==> src/rtl/mux_n_to_1_rr.sv <==
// mux_n_to_1_rr: N-to-1 word selector, explicit or round-robin grant, one-entry valid/ready output register
module mux_n_to_1_rr #(
  parameter int WIDTH = 32,
  parameter int N     = 4,
  parameter int SEL_W = $clog2(N)
) (
  input  logic               clk,
  input  logic               rst,
  input  logic               mode,
  input  logic [SEL_W-1:0]   sel,
  input  logic [N*WIDTH-1:0] in_data,
  input  logic [N-1:0]       in_valid,
  output logic [N-1:0]       in_ready,
  output logic [WIDTH-1:0]   out_data,
  output logic [SEL_W-1:0]   out_sel,
  output logic               out_valid,
  input  logic               out_ready
);
  logic [SEL_W-1:0] r_ptr;
  logic [SEL_W-1:0] w_rr;
  logic [SEL_W-1:0] w_grant;
  logic             w_gv;
  logic             w_load;
  logic             w_sel_ok;
  always_comb begin
    w_rr = '0;
    // walk from the farthest candidate back so the nearest one after r_ptr wins
    for (int k = N; k >= 1; k--)
      if (in_valid[(int'(r_ptr) + k) % N]) w_rr = SEL_W'((int'(r_ptr) + k) % N);
    w_sel_ok = int'(sel) < N;
    w_grant  = mode ? w_rr : sel;
    w_gv     = mode ? |in_valid : (w_sel_ok && in_valid[sel]);
    w_load   = !out_valid || out_ready;
    in_ready = (!rst && w_load && w_gv) ? ({{(N-1){1'b0}}, 1'b1} << w_grant) : '0;
  end
  always_ff @(posedge clk) begin
    if (rst) begin
      out_valid <= 1'b0;
      out_data  <= '0;
      out_sel   <= '0;
      r_ptr     <= SEL_W'(N - 1);
    end else if (w_load) begin
      out_valid <= w_gv;
      if (w_gv) begin
        out_data <= in_data[int'(w_grant)*WIDTH +: WIDTH];
        out_sel  <= w_grant;
        if (mode) r_ptr <= w_grant;
      end
    end
  end
endmodule

==> config.mk <==
export PLATFORM = sky130hd
export DESIGN_NAME = mux_n_to_1_rr
export DESIGN_NICKNAME = d
export VERILOG_FILES = /design/src/rtl/mux_n_to_1_rr.sv
export SDC_FILE = /design/constraint.sdc
export NUM_CORES = 1
export LEC_CHECK = 0
export CORE_MARGIN = 5
export CORE_UTILIZATION = 33
export CTS_CLUSTER_SIZE = 25
export DETAILED_ROUTE_END_ITERATION = 8
export GPL_TIMING_DRIVEN = 0
export HOLD_SLACK_MARGIN = 0.06
export PLACE_DENSITY = 0.88
export SLEW_MARGIN = 5
export SYNTH_ARGS = -nofsm -noshare
export SYNTH_HDL_FRONTEND = slang
export SYNTH_SLANG_ARGS = --single-unit
export TNS_END_PERCENT = 5
==> constraint.sdc <==
create_clock -name clk -period 1.8 [get_ports clk]
set_clock_uncertainty 0.05 [all_clocks]
set_input_delay 0.27 -clock clk [delete_from_list [all_inputs] [get_ports clk]]
set_output_delay 0.27 -clock clk [all_outputs]
set_load 0.01 [all_outputs]
==> results.cfg <==
[critical_path]
worstPathRequired_ns = 1.48
start_kind = flop
cp_max_fo = 7
r2r_cells = 8
arrival_ns = 1.96
end_kind = output port
critPathKind = reg -> out

[clock_tree]
cts_max_path_buffers = 2
clkSinkCount = 37
cts_hold_buf = 0
clockRootBuffer = clkbuf_8
cts_tree = done
h-tree-depth = 2
numCtsBuffers = 5
clk_latency_ns = 0.29
clk_pin_slew_worst_paths_ns = 0.08

[power_and_ir_drop]
p_switching_mw = 1.06
power_frac_seq_pct = 29.1
p_clk_share_pct = 26.0
comb_power_share_pct = 44.8
power_density_nw_per_um2 = 661
leakagePower_nw = 1.87
p_sw_share_pct = 31.1
vdd_drop_max_v = 0.000419
cell_internal_pwr_mw = 2.34

[die]
io_pins = 177
placementRows = 32
initial_core_util_pct = 34.0
dieArea_um2 = 9900
core_area_um2 = 7770
die_h_um = 99.5
die_w_um = 99.5

[sta]
layout_setup_ws_ns = -0.478
finalHoldViolations = 0
worst_pin_slew_ns = 0.538
fin_crit_sh_pct = 127
min_period_ns = 2.28
finalSetupViolCount = 36
relSlewSlack_pct = 64.2
fmax_ghz = 0.439
rsz0062_at_grt = yes
drv_slew = 0

[synth]
syn_area_per_cell_um2 = 8.50
synth_edf_count = 0
yosysMostFrequentCell = and2_1
synthDistinctLibCells = 41
yosysWarnings = 0
synthTopCellsByArea = dfxtp_1, a221oi_1, and2_1
netlist_area_um2 = 2640
syn_inst = 311
ys_seq_elements = 37
synth_top_area_share_pct = 28.0
synth_top_flop_cell = dfxtp_1
synth_top_cell_by_area = dfxtp_1
synth_commonest_cells = and2_1, a221oi_1, dfxtp_1
syn_nets = 449
async_flop_share_pct = 0
seq_area_frac_synth_pct = 28.0

[routing]
antenna_left = 0
drtPass1Iterations = 5
drc = 0
routedWlPerCell_um = 19.4
wl_mm = 11.8
drt_iter0_drc = 119
vias_per_cell = 5.58
vias = 3401

[global_routing]
grt_pass1_wl_mm = 18.3
grt_pass1_vias = 3650
grt_start_max_net_pins = 13
overflow = 0
track_usage_pct = 23.0
antenna_found_initial = 0

[final_layout]
nNetsFinal = 644
final_util_pct = 66.2
syn_to_final_growth_pct = 94.6
drive_gt1_share_pct = 21.7
antenna_cells = 0
finalInstanceArea_um2 = 5140

[job]
maxCapViolCount = 0

[place]
place_hpwl_mm = 8.66
gp_congestion = 0.820
place_area_um2 = 4580
port_buffers = 176

[outcome]
outcome = complete, but fails checks
violations = negative setup slack

[hold_path]
hold_path_class = in -> reg
min_path_cells = 2
metrics by stage:
step	hold slack (ns)	cells	setup TNS [ns]	worst slack (ns)	total power, mW
after floorplan	0.289	311	-3.00	-0.168	1.62
after global placement	0.391	589	-43.11	-1.49	2.28
after detailed placement	0.397	589	-44.14	-1.52	2.31
after CTS	0.261	608	-8.80	-0.464	3.32
after global routing	0.292	609	-12.74	-0.547	3.55
final	0.269	609	-9.60	-0.478	3.40
sequential cells by signal, summed over array words and instances (netlist names):
name       cells
out_data      32
r_ptr          2
out_valid      1
out_sel        2
power by group through the flow:
stage / Sequential, mW / Combinational [mW] / Clock, mW
after floorplan: 1.05 / 0.566 / 0
after global placement: 1.00 / 1.28 / 0
after detailed placement: 1.01 / 1.31 / 0
after CTS: 0.989 / 1.44 / 0.893
after global routing: 1.00 / 1.63 / 0.922
final: 0.990 / 1.52 / 0.884
per-layer routing:
layer  GRT usage (%)  wire, um  vias to the layer above  part of all wire, %
met3            6.80       967                       12                  8.2
met4            6.93       125                        0                  1.1
li1                -         -                     1607                    -
met1            26.8      4700                     1620                   40
met2            40.7      6040                      162                   51
met5               0         0                        -                    0
placed cells by master, fill, tap and decap left out, types with 2 or more instances in the layout:
master	instances
buf_8	7
a21bo_2	3
buf_2	9
a21oi_1	3
o32ai_2	2
and2_1	64
a221oi_2	25
clkdlybuf4s50_1	165
o32ai_1	30
buf_4	11
buf_6	10
bufinv_16	2
clkbuf_1	7
clkbuf_4	4
clkbuf_2	6
nor3_4	2
a311oi_4	2
clkbuf_8	7
nor3_2	2
a221oi_1	39
nor2_1	3
dfxtp_4	2
inv_1	33
nand2_1	2
dfxtp_1	35
final timing paths:
| kind | from | slack [ns] | endpoint |
|---|---|---|---|
| worst max-delay path | r_ptr[1] | -0.48 | in_ready[3] |
| worst min-delay path | mode | 0.27 | r_ptr[1] |
| worst max register to register | r_ptr[1] | -0.34 | out_data[10] |
| worst min register to register | out_data[6] | 0.41 | out_data[6] |
what timing repair did:
action | in CTS | in global routing
setup endpoints to repair | 40 | 39
pin swaps | 9 | 6
endpoints found under the hold margin | 0 | 0
resized for setup | 106 | 30
gates cloned | 0 | 0
buffers inserted | 12 | 1
layout make-up:
type                       instances  area, um2
tap                              102        128
clock buffer                       5       68.8
multi-input combinational        205       1870
buffer                            34        312
timing repair buffer             189       1830
clock inverter                     3       65.1
fill                             638       2620
sequential                        37        748
inverter                          34        128
cells by family after synthesis:
logic type | share of synthesized area, %
DFF | 28.0
AOI/OAI and AO/OA | 39.3
and+or+nand+nor | 20.2
buffers and inverters | 12.1
muxes | 0.379
worst max-delay path, stage by stage, from the launching register on:
cell and delay [ns]:
dfxtp_4 0.39, a21bo_2 0.20, o211ai_1 0.39, a311oi_4 0.19, clkbuf_8 0.19, nor3_4 0.16
buf_2 0.15
(Power assumes the default switching activity.)
